<file path="config.mk">
export PLATFORM = sky130hd
export DESIGN_NAME = data_mem_arbiter_flat
export DESIGN_NICKNAME = d
export VERILOG_FILES = /design/src/rtl/data_mem_arbiter_if.sv /design/src/rtl/data_mem_arbiter.sv /design/src/flat_wrapper.sv
export SDC_FILE = /design/constraint.sdc
export NUM_CORES = 1
export LEC_CHECK = 0
export ABC_CLOCK_PERIOD_IN_PS = 4750
export CAP_MARGIN = 20
export CORE_UTILIZATION = 42
export DETAILED_ROUTE_END_ITERATION = 16
export PLACE_DENSITY = 0.92
export SLEW_MARGIN = 20
export SYNTH_ARGS = -nofsm -noshare
export SYNTH_HDL_FRONTEND = slang
export SYNTH_SLANG_ARGS = --single-unit
</file>
<file path="constraint.sdc">
create_clock -name clk -period 4.75 [get_ports clk]
set_clock_uncertainty 0.15 [all_clocks]
set_input_delay 0.475 -clock clk [delete_from_list [all_inputs] [get_ports clk]]
set_output_delay 0.475 -clock clk [all_outputs]
set_load 0.005 [all_outputs]
</file>
<file path="src/rtl/data_mem_arbiter_if.sv">
// Bundle of the two requester ports and the data-memory pins seen by the arbiter.
// The master side is the requesters plus memory; the slave side is the arbiter.
interface data_mem_arbiter_if #(
    parameter int ADDR_W = 4,
    parameter int DATA_W = 4
);
    logic              req0;
    logic              we0;
    logic [ADDR_W-1:0] addr0;
    logic [DATA_W-1:0] wdata0;
    logic              gnt0;
    logic              valid0;
    logic [DATA_W-1:0] rdata0;

    logic              req1;
    logic              we1;
    logic [ADDR_W-1:0] addr1;
    logic [DATA_W-1:0] wdata1;
    logic              gnt1;
    logic              valid1;
    logic [DATA_W-1:0] rdata1;

    logic [ADDR_W-1:0] mem_addr;
    logic [DATA_W-1:0] mem_wdata;
    logic              mem_we;
    logic              mem_re;
    logic [DATA_W-1:0] mem_rdata;

    modport master (
        output req0, we0, addr0, wdata0, req1, we1, addr1, wdata1, mem_rdata,
        input  gnt0, valid0, rdata0, gnt1, valid1, rdata1,
        input  mem_addr, mem_wdata, mem_we, mem_re
    );

    modport slave (
        input  req0, we0, addr0, wdata0, req1, we1, addr1, wdata1, mem_rdata,
        output gnt0, valid0, rdata0, gnt1, valid1, rdata1,
        output mem_addr, mem_wdata, mem_we, mem_re
    );
endinterface

</file>
<file path="src/rtl/data_mem_arbiter.sv">
// Two-port round-robin arbiter/sequencer for the data memory: one access per
// IDLE -> ACCESS -> RESP pass, with all handshake and memory strobes decoded from state.
module data_mem_arbiter #(
    parameter int ADDR_W = 4,
    parameter int DATA_W = 4
) (
    input logic              clk,
    input logic              reset,
    data_mem_arbiter_if.slave bus
);
    typedef enum logic [1:0] {IDLE, ACCESS, RESP} state_t;

    state_t            state_q, state_d;
    logic              last_q, last_d;
    logic              sel_q, sel_d;
    logic              we_q, we_d;
    logic [ADDR_W-1:0] addr_q, addr_d;
    logic [DATA_W-1:0] wdata_q, wdata_d;
    logic [DATA_W-1:0] rdata0_q, rdata0_d;
    logic [DATA_W-1:0] rdata1_q, rdata1_d;

    always_ff @(posedge clk or posedge reset) begin
        if (reset) begin
            state_q  <= IDLE;
            last_q   <= 1'b1;
            sel_q    <= 1'b0;
            we_q     <= 1'b0;
            addr_q   <= '0;
            wdata_q  <= '0;
            rdata0_q <= '0;
            rdata1_q <= '0;
        end else begin
            state_q  <= state_d;
            last_q   <= last_d;
            sel_q    <= sel_d;
            we_q     <= we_d;
            addr_q   <= addr_d;
            wdata_q  <= wdata_d;
            rdata0_q <= rdata0_d;
            rdata1_q <= rdata1_d;
        end
    end

    always_comb begin
        state_d  = state_q;
        last_d   = last_q;
        sel_d    = sel_q;
        we_d     = we_q;
        addr_d   = addr_q;
        wdata_d  = wdata_q;
        rdata0_d = rdata0_q;
        rdata1_d = rdata1_q;
        case (state_q)
            IDLE: begin
                if (bus.req0 || bus.req1) begin
                    // On a tie the port that did not win last time goes next.
                    sel_d   = (bus.req0 && bus.req1) ? ~last_q : bus.req1;
                    last_d  = sel_d;
                    we_d    = sel_d ? bus.we1    : bus.we0;
                    addr_d  = sel_d ? bus.addr1  : bus.addr0;
                    wdata_d = sel_d ? bus.wdata1 : bus.wdata0;
                    state_d = ACCESS;
                end
            end
            ACCESS: begin
                if (!we_q) begin
                    if (sel_q) rdata1_d = bus.mem_rdata;
                    else       rdata0_d = bus.mem_rdata;
                end
                state_d = RESP;
            end
            RESP:    state_d = IDLE;
            default: state_d = IDLE;
        endcase
    end

    // Address and write data stay on the latched values between accesses.
    assign bus.mem_addr  = addr_q;
    assign bus.mem_wdata = wdata_q;
    assign bus.mem_we    = (state_q == ACCESS) &&  we_q;
    assign bus.mem_re    = (state_q == ACCESS) && !we_q;
    assign bus.gnt0      = (state_q == ACCESS) && !sel_q;
    assign bus.gnt1      = (state_q == ACCESS) &&  sel_q;
    assign bus.valid0    = (state_q == RESP)   && !sel_q;
    assign bus.valid1    = (state_q == RESP)   &&  sel_q;
    assign bus.rdata0    = rdata0_q;
    assign bus.rdata1    = rdata1_q;
endmodule
</file>
<file path="src/flat_wrapper.sv">
// flat-port wrapper written by rule: the top's interface ports become plain ports
module data_mem_arbiter_flat 
#(
    parameter int ADDR_W = 4,
    parameter int DATA_W = 4
)
  (clk, reset, bus_req0, bus_we0, bus_addr0, bus_wdata0, bus_req1, bus_we1, bus_addr1, bus_wdata1, bus_mem_rdata, bus_gnt0, bus_valid0, bus_rdata0, bus_gnt1, bus_valid1, bus_rdata1, bus_mem_addr, bus_mem_wdata, bus_mem_we, bus_mem_re);
  data_mem_arbiter_if #(.ADDR_W(ADDR_W), .DATA_W(DATA_W)) bus_i ();
  input logic clk;
  input logic reset;
  input wire logic [$bits(bus_i.req0)-1:0] bus_req0;
  input wire logic [$bits(bus_i.we0)-1:0] bus_we0;
  input wire logic [$bits(bus_i.addr0)-1:0] bus_addr0;
  input wire logic [$bits(bus_i.wdata0)-1:0] bus_wdata0;
  input wire logic [$bits(bus_i.req1)-1:0] bus_req1;
  input wire logic [$bits(bus_i.we1)-1:0] bus_we1;
  input wire logic [$bits(bus_i.addr1)-1:0] bus_addr1;
  input wire logic [$bits(bus_i.wdata1)-1:0] bus_wdata1;
  input wire logic [$bits(bus_i.mem_rdata)-1:0] bus_mem_rdata;
  output wire logic [$bits(bus_i.gnt0)-1:0] bus_gnt0;
  output wire logic [$bits(bus_i.valid0)-1:0] bus_valid0;
  output wire logic [$bits(bus_i.rdata0)-1:0] bus_rdata0;
  output wire logic [$bits(bus_i.gnt1)-1:0] bus_gnt1;
  output wire logic [$bits(bus_i.valid1)-1:0] bus_valid1;
  output wire logic [$bits(bus_i.rdata1)-1:0] bus_rdata1;
  output wire logic [$bits(bus_i.mem_addr)-1:0] bus_mem_addr;
  output wire logic [$bits(bus_i.mem_wdata)-1:0] bus_mem_wdata;
  output wire logic [$bits(bus_i.mem_we)-1:0] bus_mem_we;
  output wire logic [$bits(bus_i.mem_re)-1:0] bus_mem_re;
  assign bus_i.req0 = bus_req0;
  assign bus_i.we0 = bus_we0;
  assign bus_i.addr0 = bus_addr0;
  assign bus_i.wdata0 = bus_wdata0;
  assign bus_i.req1 = bus_req1;
  assign bus_i.we1 = bus_we1;
  assign bus_i.addr1 = bus_addr1;
  assign bus_i.wdata1 = bus_wdata1;
  assign bus_i.mem_rdata = bus_mem_rdata;
  assign bus_gnt0 = bus_i.gnt0;
  assign bus_valid0 = bus_i.valid0;
  assign bus_rdata0 = bus_i.rdata0;
  assign bus_gnt1 = bus_i.gnt1;
  assign bus_valid1 = bus_i.valid1;
  assign bus_rdata1 = bus_i.rdata1;
  assign bus_mem_addr = bus_i.mem_addr;
  assign bus_mem_wdata = bus_i.mem_wdata;
  assign bus_mem_we = bus_i.mem_we;
  assign bus_mem_re = bus_i.mem_re;
  data_mem_arbiter #(.ADDR_W(ADDR_W), .DATA_W(DATA_W)) u_core (.clk(clk), .reset(reset), .bus(bus_i));
endmodule
</file>
## After elaboration in Yosys (flattened, before gate mapping)

Index checks and enable logic that the tools add are counted.

| storage, ports and cells | value |
|---|---|
| register bits after elaboration | 21 |
| bits of input ports | 26 |
| output and inout port bits | 22 |

| operators by class | value |
|---|---|
| eq/ne operators | 3 |
| mux-type cells | 6 |
| bitwise gates (word level) | 3 |
| reductions and logical operators | 14 |

Operators with widths:

| operator | count |
|---|---|
| 4-bit 2-to-1 mux | 2 |
| 1-bit logical AND | 7 |
| 3-bit AND reduction | 2 |
| 2-bit one-hot mux with 2 select lines | 1 |
| 1-bit inverter | 3 |
| 2-bit by 1-bit equality test with 1-bit output, second input constant | 1 |
| 2-bit equality test, second input constant | 1 |
| 1-bit logical NOT | 2 |
| 2-bit logical NOT | 1 |
| 1-bit 2-to-1 mux | 2 |
| 2-bit 2-to-1 mux | 1 |
| 2-bit by 1-bit != test with 1-bit output, second input constant | 1 |
| 2-bit AND reduction | 1 |
| 1-bit logical OR | 1 |

## Logic depth before layout (Yosys ltp)

| logic depth | value |
|---|---|
| depth in word-level cells | 3 |
| gate-level depth with buffers | 4 |

## Worst setup path after synthesis

Ideal clock, no wire load.

| timing | value |
|---|---|
| path type | input-to-reg |
| start | input port bus_req1 |
| end | register u_core.wdata_q[3] (netlist: u_core.bus.mem_wdata[3]) |
| arrival time | 1339 ps |
| path slack | 3137 ps |
| stages | 4 |
| path buffers | 1 |
| path through | a21bo_1 -> buf_6 -> mux2_4 -> mux2_2 |

| between the ends | value |
|---|---|
| cells in the longest elaborated chain, start to end | 3 |
| elaborated cells on any way between the ends | 5 |
| classes of those cells | mux: 2; reduce/logical: 3 |

Ends and longest elaborated chain:

| item | line | RTL |
|---|---|---|
| start: declaration | flat_wrapper.sv:15 | `input wire logic [$bits(bus_i.req1)-1:0] bus_req1;` |
| 1-bit logical AND | data_mem_arbiter.sv:57 | `sel_d = (bus.req0 && bus.req1) ? ~last_q : bus.req1;` |
| 1-bit 2-to-1 mux | data_mem_arbiter.sv:57 |  |
| 4-bit 2-to-1 mux | data_mem_arbiter.sv:61 | `wdata_d = sel_d ? bus.wdata1 : bus.wdata0;` |
| end signal: assignment | data_mem_arbiter.sv:38 | `wdata_q <= wdata_d;` |
| end: declaration | data_mem_arbiter.sv:18 | `logic [DATA_W-1:0] wdata_q, wdata_d;` |

Parallel ways exist; a longest one is shown, timed or not.
A chain may end at the register's enable or synchronous reset.

## Final worst setup path

| timing | value |
|---|---|
| start | register u_core.state_q[1] |
| end | output port bus_mem_we |

| between the ends | value |
|---|---|
| cells in the longest elaborated chain, start to end | 2 |

Ends and longest elaborated chain:

| item | line | RTL |
|---|---|---|
| start: declaration | data_mem_arbiter.sv:13 | `state_t state_q, state_d;` |
| start signal: assignment | data_mem_arbiter.sv:33 | `state_q <= state_d;` |
| 2-bit by 1-bit equality test with 1-bit output | data_mem_arbiter.sv:80 | `assign bus.mem_we = (state_q == ACCESS) && we_q;` |
| 1-bit logical AND | data_mem_arbiter.sv:80 |  |
| end: declaration | flat_wrapper.sv:28 | `output wire logic [$bits(bus_i.mem_we)-1:0] bus_mem_we;` |

No other way between the ends.

==> flow_summary.yaml <==
status:
  outcome: "finished, final reports clean"
setup_path:
  startpoint_type: "flop"
  crit_required_ps: 4120
  crit_fanout: 5
  path_buf_inv: 2
  timing.rr.end: "u_core.bus.mem_addr[2]$_DFFE_PP0P_"
  critPathCaptureType: "output pin"
  critPathSlowestCell: "clkdlybuf4s50_1"
  rr_startpoint: "u_core.last_q$_DFFE_PP1P_"
  crit_chain: "nand2b_1 > inv_1 > and2_1 > clkdlybuf4s50_1"
  path_class: "flop to output pin"
  rr_worst_depth: 3
  path_delay_family: "buffers and inverters"
  cp_slowest_stage_delay_ps: 500
  critical_path_arrival_ps: 1700
  ff2ff_setup_slack_ps: 2890
  startpoint: "u_core.state_q[1]$_DFFE_PP0P_"
  worstSetupPathDepth: 4
  cp-endpoint: "bus_mem_we"
layout:
  layout_common_cells: "clkdlybuf4s50_1 (47), dfrtp_1 (20), mux2_2 (17)"
  mostFrequentLayoutCell: "clkdlybuf4s50_1"
  diodes: 0
  areaGrowthSynthToFinish_pct: 52.9
  fin_nets: 145
  regArea_um2: 527
  nFillCells: 176
  drive_above_1_share: 0.280
  multi_input_area_um2: 434
clocking:
  post_cts_buffers: 0
  post_cts_resized: 0
  clk_pin_slew_ps: 100
  cts_buffers: 3
  holdBufCountCts: 0
  h-tree-depth: 1
  clock-root-buffer: "clkbuf_4"
  clock_tree.buffer_depth: 2
  cts.sinks: 21
  cts_tree: "built"
  clk-insertion-delay-late_ps: 300
power:
  p_per_area_mw_per_mm2: 555
  combPwrFrac: 0.502
  switching_share: 0.289
  power_frac_seq: 0.399
  p_int_mw: 0.597
  p_switching_mw: 0.242
  vdd_drop_max_mv: 0.374
  power.share.clock: 0.099
  p_leak_nw: 0.662
floorplanning:
  core_mm2: 0.00221
  rows: 17
  ios: 48
  die-area_mm2: 0.00255
  die_y_um: 50.5
  initial_utilization: 0.447
  die_w_um: 50.5
global_routing:
  grt_pass1_vias: 754
  grt_max_degree: 22
  grt_overflow: 0
  grt_pass1_wl_mm: 3.26
  grt_usage: 0.181
  antenna_found_initial: 0
timing:
  finalCriticalPeriod_ps: 2330
  rsz0062_at_grt: "no"
  finalHoldViolations: 0
  setup_viol_count_final: 0
  slew_viol_final: 0
  worst_pin_slew_ps: 753
  tns_ps: 0
  fmax_ghz: 0.429
  hold_ws_ps: 372
  period_share: 0.490
  relSlewSlack: 0.498
place:
  dpl.hpwl_mm: 1.62
  port_buffers: 47
  gp_congestion: 0.662
synth:
  syn_area_um2: 988
  syn-num-nets: 94
  synth_seq_cells: 21
  synth.distinct_cells: 20
  synth_seq_area_share: 0.533
  synth_area_per_cell_um2: 14.5
  ys_warn_count: 0
  netlist_instances: 68
route:
  drcViolationCount: 0
  via_count: 716
  drt_iter0_markers: 2
  antenna_left: 0
  totalWireLength_mm: 1.98
  drt_first_pass_iters: 4
  wl_per_cell_um: 13.6
  viasPerCell: 4.90
hold_path:
  worstHoldPathType: "flop to flop"
run:
  cap_viol_max_count: 0
## metrics by stage
stage	util	worst slack [ps]	instances	power [mW]	cell area, um^2
floorplan	-	3140	68	0.529	988
global placement	0.671	2450	142	0.749	1490
detailed placement	0.671	2400	142	0.765	1490
CTS	0.683	2390	146	0.853	1510
global route	0.683	2320	146	0.897	1510
finish	0.683	2420	146	0.839	1510
## power by group through the flow
stage	sequential [mW]	combinational (mW)	clock, mW
finish	0.335	0.421	0.0831
global route	0.349	0.453	0.0956
CTS	0.336	0.428	0.0887
detailed placement	0.340	0.425	0
global placement	0.335	0.414	0
floorplan	0.335	0.194	0
## synthesized netlist by cell type, drive strengths merged
cell	count	share of area
mux2	26	0.33
dfrtp	20	0.51
inv	3	0.011
nor2	3	0.011
and2	2	0.013
buf	2	0.016
nor3	2	0.015
nor3b	2	0.020
a21bo	1	0.010
a21o	1	0.0076
a21oi	1	0.0051
a31oi	1	0.0063
and3b	1	0.0089
dfstp	1	0.027
nand2b	1	0.0063
o21ai	1	0.0051
## final cells by class
class	instances	area share
sequential	21	0.349
inverter	3	0.00745
clock buffer	4	0.0174
timing repair buffer	48	0.316
tap	28	0.0232
multi-input combinational	42	0.287
## flip-flops by register name, summed over array words and instances (netlist names)
register	flops
u_core.bus.mem_addr	4
u_core.bus.mem_wdata	4
u_core.bus.rdata1	4
u_core.we_q	1
u_core.last_q	1
u_core.sel_q	1
u_core.bus.rdata0	4
u_core.state_q	2
## worst min path at each step
stage | from | endpoint | slack [ps] | depth (start not counted)
after detailed placement | u_core.bus.rdata0[1]$_DFFE_PP0P_ | u_core.bus.rdata0[1]$_DFFE_PP0P_ | 350 | 1
after global routing | u_core.bus.rdata1[3]$_DFFE_PP0P_ | u_core.bus.rdata1[3]$_DFFE_PP0P_ | 380 | 1
after floorplan | reset | u_core.bus.mem_addr[0]$_DFFE_PP0P_ | 300 | 1
after global placement | u_core.bus.rdata0[2]$_DFFE_PP0P_ | u_core.bus.rdata0[2]$_DFFE_PP0P_ | 340 | 1
final | u_core.bus.rdata0[0]$_DFFE_PP0P_ | u_core.bus.rdata0[0]$_DFFE_PP0P_ | 370 | 1
after CTS | u_core.bus.rdata0[1]$_DFFE_PP0P_ | u_core.bus.rdata0[1]$_DFFE_PP0P_ | 380 | 1
## layer usage
layer  up-vias  track usage  wire length, um
met5         -            0                0
met2        29        0.324             1070
li1        340            -                -
met3         4       0.0303              116
met1       343        0.191              750
met4         0        0.125               48
## worst register-to-register path, stage by stage, from the launching register on
cell	delay, ps
dfstp_2	560
a21bo_1	430
mux2_4	350
mux2_2	270
## cells by family (layout without fill, tap and decap cells)
kind of cell	Yosys count	count (layout)	synth area share
mux	26	26	0.330
flops	21	21	0.533
simple gates	11	11	0.0747
compound gates	5	5	0.0342
buf+inv	5	55	0.0278
(Power assumes the default switching activity.)
